## config.mk

```make
export PLATFORM = sky130hd
export DESIGN_NAME = latch_dump_sequencer_flat
export DESIGN_NICKNAME = d
export VERILOG_FILES = /design/src/rtl/latch_dump_sequencer_if.sv /design/src/rtl/latch_dump_sequencer.sv /design/src/flat_wrapper.sv
export SDC_FILE = /design/constraint.sdc
export NUM_CORES = 1
export LEC_CHECK = 0
export CAP_MARGIN = 30
export CORE_UTILIZATION = 23
export CTS_CLUSTER_SIZE = 12
export DETAILED_ROUTE_END_ITERATION = 12
export PLACE_DENSITY_LB_ADDON = 0.15
export SETUP_SLACK_MARGIN = 0.5
export SLEW_MARGIN = 10
export SYNTH_ARGS = -nofsm -noshare
export SYNTH_HDL_FRONTEND = slang
export SYNTH_SLANG_ARGS = --single-unit
```

## constraint.sdc

```tcl
create_clock -name clk -period 1.9 [get_ports clk]
set_clock_uncertainty 0.15 [all_clocks]
set_input_delay 0.38 -clock clk [delete_from_list [all_inputs] [get_ports clk]]
set_output_delay 0.38 -clock clk [all_outputs]
set_load 0.02 [all_outputs]
```

## src/rtl/latch_dump_sequencer_if.sv

```systemverilog
// ----------------------------------------------------------------------------
// latch_dump_sequencer_if
//
// Bundles the two buses the dump sequencer drives:
//   * the selector/data pair to the pipeline-latch debug multiplexer
//   * the valid/ready byte stream to the debug UART transmitter
//
// Signals:
//   mux_sel   [6:0]   selector code to the latch debug mux
//   mux_data  [31:0]  registered word returned by the latch debug mux
//   tx_data   [7:0]   byte to the UART transmitter
//   tx_valid          tx_data is valid
//   tx_ready          UART transmitter accepts the byte
//
// Modports:
//   master  the sequencer side (drives mux_sel, tx_data, tx_valid)
//   slave   the mux + UART side (drives mux_data, tx_ready)
// ----------------------------------------------------------------------------
interface latch_dump_sequencer_if;

    logic [6:0]  mux_sel;
    logic [31:0] mux_data;
    logic [7:0]  tx_data;
    logic        tx_valid;
    logic        tx_ready;

    modport master (
        output mux_sel,
        input  mux_data,
        output tx_data,
        output tx_valid,
        input  tx_ready
    );

    modport slave (
        input  mux_sel,
        output mux_data,
        input  tx_data,
        input  tx_valid,
        output tx_ready
    );

endinterface : latch_dump_sequencer_if

```

## src/rtl/latch_dump_sequencer.sv

```systemverilog
// ----------------------------------------------------------------------------
// latch_dump_sequencer
//
// Walks the pipeline-latch debug mux through its 19 valid selector codes.
// For each code it presents the selector, waits for the mux's registered
// word, and streams that word as 4 bytes to the debug UART transmitter.
//
// Parameters:
//   MUX_LATENCY  cycles from a selector being presented to its data being
//                valid on mux_data (>= 1)
//   LSB_FIRST    0: byte [31:24] goes out first; 1: byte [7:0] goes out first
//
// Ports:
//   clk       clock, all state on the rising edge
//   rst       asynchronous, active-high reset
//   start     single-cycle request to begin a full dump (sampled in IDLE only)
//   dbg       master side of latch_dump_sequencer_if (mux bus + byte stream)
//   busy      dump in progress (SEL, WAIT, SEND)
//   done      one-cycle pulse when the dump completes
//   word_idx  index of the word being dumped (0..18)
//
// Timing with tx_ready held high: SEL 1 + WAIT MUX_LATENCY + SEND 4 cycles
// per word; the first byte is valid MUX_LATENCY+2 cycles after start is
// sampled.
// ----------------------------------------------------------------------------
module latch_dump_sequencer #(
    parameter int MUX_LATENCY = 1,
    parameter bit LSB_FIRST   = 1'b0
) (
    input  logic                          clk,
    input  logic                          rst,
    input  logic                          start,
    latch_dump_sequencer_if.master        dbg,
    output logic                          busy,
    output logic                          done,
    output logic [4:0]                    word_idx
);

    // ------------------------------------------------------------------------
    // Constants
    // ------------------------------------------------------------------------
    localparam logic [6:0] IDLE_CODE = 7'h7F;  // unused code, parks the mux
    localparam logic [4:0] LAST_IDX  = 5'd18;  // 19 words: 0..18
    localparam logic [1:0] LAST_BYTE = 2'd3;

    // Wait counter only needs to reach MUX_LATENCY-1.
    localparam int           WAIT_W    = (MUX_LATENCY > 1) ? $clog2(MUX_LATENCY) : 1;
    localparam logic [WAIT_W-1:0] WAIT_LAST = WAIT_W'(MUX_LATENCY - 1);

    typedef enum logic [2:0] {
        IDLE,
        SEL,
        WAIT,
        SEND,
        FIN
    } stateType;

    // ------------------------------------------------------------------------
    // Selector code ROM, in dump order.
    // NOTE: the ROM is pure combinational decode, so it holds no storage that
    // would need a reset; only the real state registers below are reset.
    // ------------------------------------------------------------------------
    function automatic logic [6:0] romCode(input logic [4:0] idx);
        case (idx)
            5'd0:    romCode = 7'h00;
            5'd1:    romCode = 7'h01;
            5'd2:    romCode = 7'h10;
            5'd3:    romCode = 7'h11;
            5'd4:    romCode = 7'h12;
            5'd5:    romCode = 7'h13;
            5'd6:    romCode = 7'h14;
            5'd7:    romCode = 7'h15;
            5'd8:    romCode = 7'h20;
            5'd9:    romCode = 7'h21;
            5'd10:   romCode = 7'h23;
            5'd11:   romCode = 7'h24;
            5'd12:   romCode = 7'h25;
            5'd13:   romCode = 7'h30;
            5'd14:   romCode = 7'h31;
            5'd15:   romCode = 7'h32;
            5'd16:   romCode = 7'h33;
            5'd17:   romCode = 7'h40;
            5'd18:   romCode = 7'h41;
            default: romCode = IDLE_CODE;
        endcase
    endfunction

    // ------------------------------------------------------------------------
    // State
    // ------------------------------------------------------------------------
    stateType          state;
    stateType          nextState;
    logic [6:0]        muxSelReg;
    logic [31:0]       shiftReg;
    logic [1:0]        byteCnt;
    logic [WAIT_W-1:0] waitCnt;
    logic              xfer;
    logic              waitDone;
    logic              wordDone;

    // ------------------------------------------------------------------------
    // State register
    // NOTE: every clocked assignment is non-blocking so all registers update
    // together from pre-edge values, independent of statement order.
    // ------------------------------------------------------------------------
    always_ff @(posedge clk or posedge rst) begin
        if (rst) begin
            state <= IDLE;
        end else begin
            state <= nextState;
        end
    end

    // ------------------------------------------------------------------------
    // Next-state logic
    // NOTE: every signal written here gets a default first, so no path can
    // leave one unassigned and infer a latch.
    // ------------------------------------------------------------------------
    always_comb begin
        nextState = state;
        xfer      = 1'b0;
        waitDone  = 1'b0;
        wordDone  = 1'b0;

        unique case (state)
            IDLE: begin
                if (start) begin
                    nextState = SEL;
                end
            end

            SEL: begin
                nextState = WAIT;
            end

            WAIT: begin
                waitDone = (waitCnt == WAIT_LAST);
                if (waitDone) begin
                    nextState = SEND;
                end
            end

            SEND: begin
                // tx_valid is high for the whole of SEND, so ready alone
                // decides whether this edge is a transfer.
                xfer     = dbg.tx_ready;
                wordDone = xfer && (byteCnt == LAST_BYTE);
                if (wordDone) begin
                    nextState = (word_idx == LAST_IDX) ? FIN : SEL;
                end
            end

            FIN: begin
                nextState = IDLE;
            end

            default: begin
                nextState = IDLE;
            end
        endcase
    end

    // ------------------------------------------------------------------------
    // Datapath: selector, word index, wait counter, byte shifter.
    // mux_sel and word_idx change only on the edges that enter SEL or FIN.
    // ------------------------------------------------------------------------
    always_ff @(posedge clk or posedge rst) begin
        if (rst) begin
            muxSelReg <= IDLE_CODE;
            word_idx  <= 5'd0;
            waitCnt   <= '0;
            byteCnt   <= 2'd0;
            shiftReg  <= 32'h0;
        end else begin
            case (state)
                IDLE: begin
                    if (start) begin
                        word_idx  <= 5'd0;
                        muxSelReg <= romCode(5'd0);
                    end
                end

                SEL: begin
                    waitCnt <= '0;
                end

                WAIT: begin
                    waitCnt <= waitCnt + 1'b1;
                    if (waitDone) begin
                        shiftReg <= dbg.mux_data;
                        byteCnt  <= 2'd0;
                    end
                end

                SEND: begin
                    if (wordDone) begin
                        if (word_idx == LAST_IDX) begin
                            muxSelReg <= IDLE_CODE;
                            word_idx  <= 5'd0;
                        end else begin
                            muxSelReg <= romCode(word_idx + 5'd1);
                            word_idx  <= word_idx + 5'd1;
                        end
                    end else if (xfer) begin
                        // Move the next byte into the output slot so it is
                        // presented back-to-back on the following cycle.
                        byteCnt <= byteCnt + 2'd1;
                        if (LSB_FIRST) begin
                            shiftReg <= {8'h00, shiftReg[31:8]};
                        end else begin
                            shiftReg <= {shiftReg[23:0], 8'h00};
                        end
                    end
                end

                default: begin
                    // FIN: selector and index were already parked on entry.
                end
            endcase
        end
    end

    // ------------------------------------------------------------------------
    // Outputs. All are decoded from registers, so they are glitch-free and
    // stable for the whole cycle; tx_data/tx_valid therefore hold until the
    // transfer edge.
    // ------------------------------------------------------------------------
    assign dbg.mux_sel  = muxSelReg;
    assign dbg.tx_data  = LSB_FIRST ? shiftReg[7:0] : shiftReg[31:24];
    assign dbg.tx_valid = (state == SEND);
    assign busy         = (state == SEL) || (state == WAIT) || (state == SEND);
    assign done         = (state == FIN);

endmodule : latch_dump_sequencer

```

## src/flat_wrapper.sv

```systemverilog
// flat-port wrapper written by rule: the top's interface ports become plain ports
module latch_dump_sequencer_flat 
#(
    parameter int MUX_LATENCY = 1,
    parameter bit LSB_FIRST   = 1'b0
)
  (clk, rst, start, busy, done, word_idx, dbg_mux_sel, dbg_mux_data, dbg_tx_data, dbg_tx_valid, dbg_tx_ready);
  latch_dump_sequencer_if dbg_i ();
  input  logic clk;
  input  logic rst;
  input  logic start;
  output logic busy;
  output logic done;
  output logic [4:0] word_idx;
  output wire logic [$bits(dbg_i.mux_sel)-1:0] dbg_mux_sel;
  input wire logic [$bits(dbg_i.mux_data)-1:0] dbg_mux_data;
  output wire logic [$bits(dbg_i.tx_data)-1:0] dbg_tx_data;
  output wire logic [$bits(dbg_i.tx_valid)-1:0] dbg_tx_valid;
  input wire logic [$bits(dbg_i.tx_ready)-1:0] dbg_tx_ready;
  assign dbg_mux_sel = dbg_i.mux_sel;
  assign dbg_i.mux_data = dbg_mux_data;
  assign dbg_tx_data = dbg_i.tx_data;
  assign dbg_tx_valid = dbg_i.tx_valid;
  assign dbg_i.tx_ready = dbg_tx_ready;
  latch_dump_sequencer #(.MUX_LATENCY(MUX_LATENCY), .LSB_FIRST(LSB_FIRST)) u_core (.clk(clk), .rst(rst), .start(start), .dbg(dbg_i), .busy(busy), .done(done), .word_idx(word_idx));
endmodule
```

==> results of run 1 <==
==> cell usage in the layout (no fill, tap or decap), drive strengths merged, types with 9 or more instances in the layout <==
cell             n
buf            113
nand2           64
dfrtp           43
clkdlybuf4s50   33
nor2            33
a31oi           27
o21ai           22
inv             17
nand3b           9
==> worst max-delay path: stages (launching register included) <==
cell,delay (ps)
sky130_fd_sc_hd__dfrtp_2,420
sky130_fd_sc_hd__buf_12,140
sky130_fd_sc_hd__ha_4,150
sky130_fd_sc_hd__o41a_1,430
sky130_fd_sc_hd__o221ai_2,180
sky130_fd_sc_hd__nor2_2,80
sky130_fd_sc_hd__buf_4,140
sky130_fd_sc_hd__a211o_1,220
==> state kept, by name, summed over array words and instances (netlist names) <==
register / cells
u_core.byteCnt: 2
u_core.dbg.mux_sel: 7
u_core.shiftReg: 32
u_core.word_idx: 5
u_core.waitCnt: 1
u_core.state: 3
==> timing repair <==
item                       in CTS  in global routing
setup endpoints to repair      71                 68
cloned                         11                  0
buffers inserted               41                  5
pin swaps                      22                 14
gates resized for setup       218                 45
==> final timing paths <==
| path | slack (ps) | from | end | cells past startpoint |
|---|---|---|---|---|
| min reg2reg | 340 | u_core.dbg.mux_sel[5] | u_core.dbg.mux_sel[5] | 2 |
| max | -90 | u_core.word_idx[1] | u_core.dbg.mux_sel[4] | 7 |
| max reg2reg | -90 | u_core.word_idx[1] | u_core.dbg.mux_sel[4] | 7 |
| min | 300 | rst | u_core.waitCnt | 2 |
| max in group asynchronous | 810 | rst | u_core.shiftReg[8] | 3 |
| min in group clk | 340 | u_core.dbg.mux_sel[5] | u_core.dbg.mux_sel[5] | 2 |
==> report_power, final <==
group / internal, mW / leakage, nW / total [mW] / switching, mW
sequential: 1.56 / 0.586 / 1.99 / 0.430
combinational: 3.03 / 1.47 / 5.56 / 2.53
clock: 0.484 / 0.0701 / 0.891 / 0.406
==> layout make-up <==
class | count | area [um2] | area share
multi-input combinational | 228 | 1758 | 0.3426
timing repair buffer | 149 | 1712 | 0.3336
sequential | 50 | 1266 | 0.2468
tap | 143 | 178.9 | 0.03487
clock buffer | 5 | 125.1 | 0.02438
inverter | 18 | 77.57 | 0.01512
clock inverter | 2 | 13.76 | 0.002682
==> per-layer routing <==
metal  GRT usage  part of all wire  vias up
li1            -                 -     1382
met1      0.2198              0.47     1362
met2      0.2579              0.47       66
met3     0.02296             0.046        4
met4     0.03423            0.0072        0
met5           0                 0        -
==> cells by family (layout without fill, tap and decap cells) <==
kind of cell | count (synthesis) | after routing
AND/OR/NAND/NOR | 138 | 138
AO/OA/AOI/OAI | 77 | 77
flip-flops | 50 | 50
buffers and inverters | 47 | 174
adder cells (fa/ha/maj) | 7 | 7
XOR/XNOR | 3 | 3
multiplexers | 3 | 3
==> stage by stage <==
stage | std cells | area (um2) | total power [mW] | hold WS, ps
finish | 595 | 5131 | 8.445 | 301.5
CTS | 590 | 4847 | 7.873 | 325.0
global route | 595 | 5131 | 8.972 | 347.7
global placement | 531 | 3710 | 4.896 | 319.0
floorplan | 325 | 2892 | 3.937 | 269.7
detailed placement | 531 | 3710 | 4.916 | 323.6
==> impl_results.md, run 1 <==
- Sum Neg Setup Slack: -301.3 ps
- Floorplan core area: between 10000 and 15000 um2
- Number of unique standard cell types used by synthesis: 46
- Antenna violations before repair: 0
- Count of warnings emitted by yosys: 0
- Normalized max-slew margin: 0.7328
- Number of register bits inferred by synthesis: 50
- Max FO, Critical Path: 5
- FFs w/ async S/R, synth: 1.000
- Clock root buffer: sky130_fd_sc_hd__clkbuf_16
- Clk Latency, worst-skew pair: ~290 ps
- Antenna diode count: 0
- Xor-xnor portion of the synthesized cell area: 0.009611
- Initial standard-cell utilization of the core: 0.2374
- Violations in the final reports: DRC, setup timing
- Fmax: approximately 0.5 GHz
- Gate count after technology mapping: 325
- Vias: roughly 2800
- Height of the die: 111.0 um
- Final estimated routing congestion in global placement: 0.8251
- Portion of the post-synthesis area used by sequential elements: 0.4609
- Post-synth design cell area: ~2700 um2
- Syn_nets: about 370
- Average cell area after synthesis: 8.412 um2
- Number of placement rows: 39
- I/O pin total: 59
- Arrival @ worst endpoint: a little over 2000 ps
- Area fraction in compound gates after synthesis: 0.1789
- Cts-stage hold buffer count: 0
- WL/cell: between 15 and 20 um
- Post-Place Setup Slack: -422.2 ps
- Most common cell in the synthesized netlist: sky130_fd_sc_hd__nand2_1
- Number of H-tree levels: 2
- Hold Crit Class: in -> async
- Number of pins with negative max-slew slack in the final report: 0
- Kind of critical path: reg -> reg
- Status: finished with violations
- Layout Nets: 495
- EDFF count, synth: 0
- Number of fillers in the final layout: 1130
- Number of remaining DRC errors: 10
- GRT Overall Usage: 0.1575
- Multiplexer share of the synthesized area: 0.01098
- Final min period: 1987 ps
- Longest Clk Path Bufs: 2
- Worst endpoint required time: 1970 ps
- Total iterations of the first detailed-routing run: 9
- Number of vias per cell after detailed routing: ~4.7
- Post-detailed-route count of antenna-violating nets: 0
- Most numerous cell types in the synthesized netlist: sky130_fd_sc_hd__nand2_1, sky130_fd_sc_hd__dfrtp_1, sky130_fd_sc_hd__nor2_1
- Lkg Pwr: about 2.1 nW
- Top_reg_cell synth: sky130_fd_sc_hd__dfrtp_1
- Count of clock tree sinks: 50
- Number of buffers created by CTS: 5
- Share of layout cells above drive strength 1: 0.4624
- Final worst setup slack: -86.69 ps
- Area of the die: between 10000 and 15000 um2
- Kind of launch point of the worst setup path: register
- Cell area power density: roughly 1600 nW/um2
- Final-report setup violation count: 5
- Number of max-cap violations: 0
- TritonCTS clock tree: done
- Global-route wire length before repair: about 15000 um
- Largest net degree at the start of global routing: 33
- Kind of end point of the critical path: register
- Routed wire length: around 9500 um
- Final cycle utilization of the critical path: 1.046
- DP HPWL: between 5000 and 6000 um
- Via count of the first global-routing pass: between 2000 and 3000
- Worst-path clk slew: 70 ps
- Hold violation count in the final report: 0
- Cell taking the most area after synthesis: sky130_fd_sc_hd__dfrtp_1
- Top cells by area in the synthesized netlist: sky130_fd_sc_hd__dfrtp_1, sky130_fd_sc_hd__nand2_1, sky130_fd_sc_hd__dfstp_2
- IO Port Bufs: 58
- Main combinational cell family by area after synthesis: simple AND/OR/NAND/NOR gates
- Global route total overflow: 0
- Fraction of the mapped netlist area in adder cells: 0.03204
- Share of the synthesized area in the top cell type: 0.3936
- Slew of the pin with the lowest slew margin: about 400 ps
- IR drop worst, VDD: 611.5 uV
- Area grow syn2layout: 87.69%
- Die outline width: roughly 110 um
- Final core area utilization: 0.4456
- Starting DRT DRC Count: 153
- Simple-gate portion of the synthesized area: 0.2279
- Setup repair after global routing missed its margin: true
Note: power is estimated with default switching activity, not from simulation.
==> inputs of run 2 (changes only) <==
--- a/config.mk
+++ b/config.mk
@@ -9,6 +9,7 @@
 export CORE_UTILIZATION = 23
 export CTS_CLUSTER_SIZE = 12
 export DETAILED_ROUTE_END_ITERATION = 12
+export MAX_ROUTING_LAYER = met4
 export PLACE_DENSITY_LB_ADDON = 0.15
 export SETUP_SLACK_MARGIN = 0.5
 export SLEW_MARGIN = 10
==> impl_results.md, run 2 (synthesis gave the netlist of run 1 again) <==
- Cell area power density: 1647 nW/um2
- Count of clock tree sinks: 50
- Clock power frac: 0.106
- Worst-path clk slew: around 70 ps
- Final instance area: approximately 5000 um2
- Number of H-tree levels: 2
- IO Port Bufs: 58
- Kind of end point of the critical path: register
- Global route total overflow: 0
- Die outline width: ~110 um
- Vias: roughly 2800
- Final estimated routing congestion in global placement: approximately 0.84
- Logic gate share of total power: 0.659
- Clk Latency, worst-skew pair: slightly below 300 ps
- Post-detailed-route count of antenna-violating nets: 0
- Layout Nets: a little under 500
- Smallest hold slack: about 300 ps
- Antenna diode count: 0
- WL/cell: ~16 um
- Critical Path Slowest Stage Cell: sky130_fd_sc_hd__o41a_1
- Final-report setup violation count: 5
- Total iterations of the first detailed-routing run: 8
- Post-Place Setup Slack: -422.2 ps
- Internal portion of total power: 5.078 mW
- Sw Ratio: 0.3993
- Height of the die: approximately 110 um
- Longest Clk Path Bufs: 2
- Lkg Pwr: between 2 and 2.5 nW
- Setup repair after global routing missed its margin: true
- Arrival @ worst endpoint: 2050 ps
- Number of remaining DRC errors: 10
- Fmax: 0.5036 GHz
- Hold violation count in the final report: 0
- Area of the die: approximately 12000 um2
- Register with the highest flop count: u_core.shiftReg
- Clock root buffer: sky130_fd_sc_hd__clkbuf_16
- Leading cell type in the layout, fill and taps excluded: sky130_fd_sc_hd__nand2_1
- Final min period: just under 2000 ps
- Routed wire length: 9485 um
- Final cycle utilization of the critical path: 1.045
- Share of layout cells above drive strength 1: 0.4624
- Number of max-cap violations: 0
- Slew of the pin with the lowest slew margin: ~400 ps
- Final worst setup slack: -85.68 ps
- Worst reg-to-reg setup slack: -90 ps
- Final Instance Count excl. Fillers: 595
- Kind of critical path: reg -> reg
- Number of buffers created by CTS: 5
- Number of pins with negative max-slew slack in the final report: 0
- Normalized max-slew margin: 0.7329
- Starting DRT DRC Count: ~120
- Global-route wire length before repair: 15500 um
- Initial standard-cell utilization of the core: 0.2374
- IR drop worst, VDD: between 600 and 700 uV
- Cell area reported after detailed placement: 3710 um2
- Sequential cell fraction of total power: 0.235
- Leading cell types in the layout, fill and taps excluded: sky130_fd_sc_hd__nand2_1, sky130_fd_sc_hd__buf_6, sky130_fd_sc_hd__buf_4
- GRT Overall Usage: 0.1624
- Kind of launch point of the worst setup path: register
- Number of vias per cell after detailed routing: about 4.7
- Violations in the final reports: DRC, setup timing
- Switching component of the power: approximately 3.4 mW
- Status: finished with violations
- Antenna violations before repair: 0
- I/O pin total: 59
- Cell chain of the critical path: buf_12 > ha_4 > o41a_1 > o221ai_2 > nor2_2 > buf_4 > a211o_1
- TritonCTS clock tree: done
- DP HPWL: about 5300 um
- Sum Neg Setup Slack: -297.6 ps
- Via count of the first global-routing pass: ~2900
- Flip-flop count of the largest register, all copies and words added: 32
- Instance count after placement with tap cells included: around 530
- Largest net degree at the start of global routing: 33
- Max FO, Critical Path: 5
- Largest stage delay, worst path: about 430 ps
- Number of placement rows: 39
- Area grow syn2layout: 87.69%
- Worst endpoint required time: 1970 ps
- Floorplan core area: roughly 12000 um2
- Hold Crit Class: in -> async
==> run 2: repair_timing <==
| item | CTS | global route |
|---|---|---|
| resized for setup | 218 | 45 |
| pin swaps | 22 | 14 |
| endpoints found under the setup margin | 71 | 68 |
| setup buffers | 41 | 5 |
| hold buffers | 0 | 0 |
| cloned | 11 | 0 |
==> run 2: final cells by class <==
class,instances,area (um2)
inverters,18,77.57
multi-input cells,228,1758
repair buffers,149,1712
clock inverters,2,13.76
clock buffers,5,125.1
well taps,143,178.9
flip-flops and latches,50,1266
fillers,1130,6385
==> run 2: worst max-delay path: cells and delay by family (launching register included) <==
kind,cells,cell delay (ps)
compound gates,3,830
flops,1,420
buf+inv,2,280
fa+ha+maj,1,150
simple gates,1,80
==> run 2: through the flow <==
stage | power [mW] | util
after floorplan | 3.937 | -
after global placement | 4.896 | 0.3221
after detailed placement | 4.916 | 0.3221
after CTS | 7.873 | 0.4209
after global routing | 8.974 | 0.4456
final | 8.453 | 0.4456
==> run 2: layer usage <==
metal / GRT usage / share of wire
met5: - / 0
met4: 0.03423 / 0.0072
met3: 0.02296 / 0.040
met2: 0.2574 / 0.48
met1: 0.2212 / 0.48
==> run 2: path summary, 6_finish.rpt <==
check,startpoint,end,cells after the start
worst min register to register,u_core.dbg.mux_sel[5],u_core.dbg.mux_sel[5],2
worst max-delay path,u_core.word_idx[1],u_core.dbg.mux_sel[4],7
max in group asynchronous,rst,u_core.shiftReg[8],3
worst min-delay path,rst,u_core.waitCnt,2
min in group clk,u_core.dbg.mux_sel[5],u_core.dbg.mux_sel[5],2
worst max register to register,u_core.word_idx[1],u_core.dbg.mux_sel[4],7
==> run 2: power groups by stage <==
| stage | registers (mW) | clock network, mW | logic (mW) |
|---|---|---|---|
| after CTS | 1.95 | 0.908 | 5.02 |
| after global placement | 1.91 | 0 | 2.99 |
| after floorplan | 1.93 | 0 | 2.00 |
| after detailed placement | 1.92 | 0 | 2.99 |
| after global routing | 2.05 | 0.953 | 5.97 |
| final | 1.99 | 0.894 | 5.57 |
==> inputs of run 3 (changes only) <==
--- a/config.mk
+++ b/config.mk
@@ -9,10 +9,11 @@
 export CORE_UTILIZATION = 23
 export CTS_CLUSTER_SIZE = 12
 export DETAILED_ROUTE_END_ITERATION = 12
+export HOLD_SLACK_MARGIN = 0.1
 export MAX_ROUTING_LAYER = met4
 export PLACE_DENSITY_LB_ADDON = 0.15
 export SETUP_SLACK_MARGIN = 0.5
-export SLEW_MARGIN = 10
+export SLEW_MARGIN = 20
 export SYNTH_ARGS = -nofsm -noshare
 export SYNTH_HDL_FRONTEND = slang
 export SYNTH_SLANG_ARGS = --single-unit
==> constraint.sdc (replaced) <==
create_clock -name clk -period 1.9 [get_ports clk]
set_clock_uncertainty 0.15 [all_clocks]
set_input_delay 0.38 -clock clk [delete_from_list [all_inputs] [get_ports clk]]
set_output_delay 0.38 -clock clk [all_outputs]
set_load 0.1 [all_outputs]
==> impl_results.md, run 3 (synthesis gave the netlist of run 1 again) <==
- Largest stage delay, worst path: between 500 and 600 ps
- Kind of end point of the critical path: register
- Floorplan core area: around 12000 um2
- Kind of launch point of the worst setup path: register
- Status: finished with violations
- Hold violation count in the final report: 0
- Final-report setup violation count: 6
- Post-detailed-route count of antenna-violating nets: 0
- Critical Path Slowest Stage Cell: sky130_fd_sc_hd__dfrtp_4
- TritonCTS clock tree: done
- Routed wire length: approximately 9700 um
- Hold Crit Class: in -> async
- Die outline width: approximately 110 um
- Gate family responsible for the most delay along the worst path: compound AO/OA/AOI/OAI gates
- GRT Overall Usage: 0.1622
- Fmax: about 0.5 GHz
- Cell chain of the critical path: ha_4 > o41a_1 > o221ai_2 > nor2_2 > o31a_1 > a211o_1
- Number of H-tree levels: 2
- Critical R2R Capture: u_core.dbg.mux_sel[2]
- I/O pin total: 59
- Number of placement rows: 39
- Total iterations of the first detailed-routing run: 8
- Critical R2R Launch: u_core.word_idx[1]
- Setup repair after global routing missed its margin: true
- IR drop worst, VDD: roughly 660 uV
- Initial standard-cell utilization of the core: 0.2374
- DP HPWL: ~5700 um
- Leading cell types in the layout, fill and taps excluded: sky130_fd_sc_hd__nand2_1, sky130_fd_sc_hd__buf_4, sky130_fd_sc_hd__dfrtp_1
- Starting DRT DRC Count: 112
- Number of remaining DRC errors: 6
- Count of clock tree sinks: 50
- Via count of the first global-routing pass: about 2900
- Final estimated routing congestion in global placement: about 0.79
- Cell area power density: 1891 nW/um2
- Slew of the pin with the lowest slew margin: 318.0 ps
- Number of max-cap violations: 0
- Worst-path clk slew: about 70 ps
- Area of the die: around 12000 um2
- Antenna violations before repair: 0
- Flip-flop count of the largest register, all copies and words added: 32
- Number of cell instances on the worst register-to-register path: 6
- Number of buffers created by CTS: 5
- Largest net degree at the start of global routing: 29
- Clk Latency, worst-skew pair: 290 ps
- Final worst setup slack: -108.3 ps
- Kind of critical path: reg -> reg
- Layout Nets: 496
- Total buffers and inverters traversed by the critical path: 0
- Leading cell type in the layout, fill and taps excluded: sky130_fd_sc_hd__nand2_1
- Normalized max-slew margin: 0.7875
- Global-route wire length before repair: roughly 15000 um
- Area grow syn2layout: 97.94%
- Clock root buffer: sky130_fd_sc_hd__clkbuf_16
- Lkg Pwr: around 2.2 nW
- Arrival @ worst endpoint: between 2000 and 2500 ps
- Register with the highest flop count: u_core.shiftReg
- Vias: between 2000 and 3000
- Number of pins with negative max-slew slack in the final report: 0
- Global route total overflow: 0
- Violations in the final reports: DRC, setup timing
- Share of layout cells above drive strength 1: 0.4648
- Worst reg-to-reg setup slack: -110 ps
- Worst endpoint required time: 1970 ps
- Max FO, Critical Path: 6
- Final min period: 2008 ps
- Longest Clk Path Bufs: 2
- Antenna diode count: 0
- Final cycle utilization of the critical path: 1.057
- Height of the die: ~110 um
- WL/cell: 16.21 um
- Number of vias per cell after detailed routing: around 4.8
- Smallest hold slack: 252.8 ps
- IO Port Bufs: 58
- Cell area reported after detailed placement: between 4000 and 5000 um2
- Final instance area: 5411 um2
[run 3: cell types whose count changed in the layout (fill, tap and decap cells not counted), sizes merged]
cell and change:
clkbuf +2, buf +1, bufinv +1, clkdlybuf4s15 -1, clkinv -1
[run 3: worst reg2reg max path: stages, from the launching register on]
cell and delay [ps]:
sky130_fd_sc_hd__dfrtp_4 540, sky130_fd_sc_hd__ha_4 190, sky130_fd_sc_hd__o41a_1 420, sky130_fd_sc_hd__o221ai_2 210, sky130_fd_sc_hd__nor2_2 80, sky130_fd_sc_hd__o31a_1 130, sky130_fd_sc_hd__a211o_1 230
[run 3: layout make-up]
cell class | instances | area (um2)
inverter | 18 | 77.57
multi-input combinational | 228 | 1762
fill | 1058 | 6105
clock buffer | 6 | 138.9
sequential | 50 | 1276
tap | 143 | 178.9
clock inverter | 2 | 38.79
timing repair buffer | 150 | 1939
[run 3: routing by layer]
metal	GRT usage	up-vias	share of wire
met1	0.2219	1370	0.46
li1	-	1382	-
met5	-	-	0
met4	0.03423	0	0.0057
met2	0.2549	88	0.49
met3	0.02406	4	0.052
[run 3: where the power goes]
part	total [mW]	internal, mW	switching [mW]
Clock	1.10	0.664	0.436
Sequential	2.08	1.58	0.500
Combinational	7.05	3.35	3.70
[run 3: repair_timing]
item / 4_1_cts / 5_1_grt
pin swaps: 28 / 27
setup buffers: 31 / 14
hold buffers: 0 / 0
cloned: 11 / 1
resized for setup: 87 / 38
endpoints found under the setup margin: 71 / 72
[run 3: how the worst max path moves through the flow]
stage / start / to / slack, ps / depth (start not counted)
after detailed placement: start / u_core.word_idx[3] / -410 / 6
after CTS: u_core.word_idx[1] / u_core.dbg.mux_sel[2] / -90 / 6
after floorplan: u_core.word_idx[0] / u_core.dbg.mux_sel[2] / -240 / 7
after global routing: u_core.word_idx[1] / u_core.dbg.mux_sel[2] / -160 / 6
final: u_core.word_idx[1] / u_core.dbg.mux_sel[2] / -110 / 6
after global placement: start / u_core.word_idx[3] / -410 / 6
[run 3: stage by stage]
step | util | TNS, ps | worst slack (ps) | instances | power [mW]
2_1_floorplan | - | -1120 | -238.9 | 325 | 5.178
3_3_place_gp | 0.3477 | -8852 | -411.6 | 532 | 6.615
5_1_grt | 0.4699 | -913.0 | -156.6 | 597 | 10.70
4_1_cts | 0.4379 | -193.1 | -91.10 | 582 | 9.534
6_report | 0.4699 | -379.6 | -108.3 | 597 | 10.23
3_5_place_dp | 0.3477 | -8964 | -405.9 | 532 | 6.653
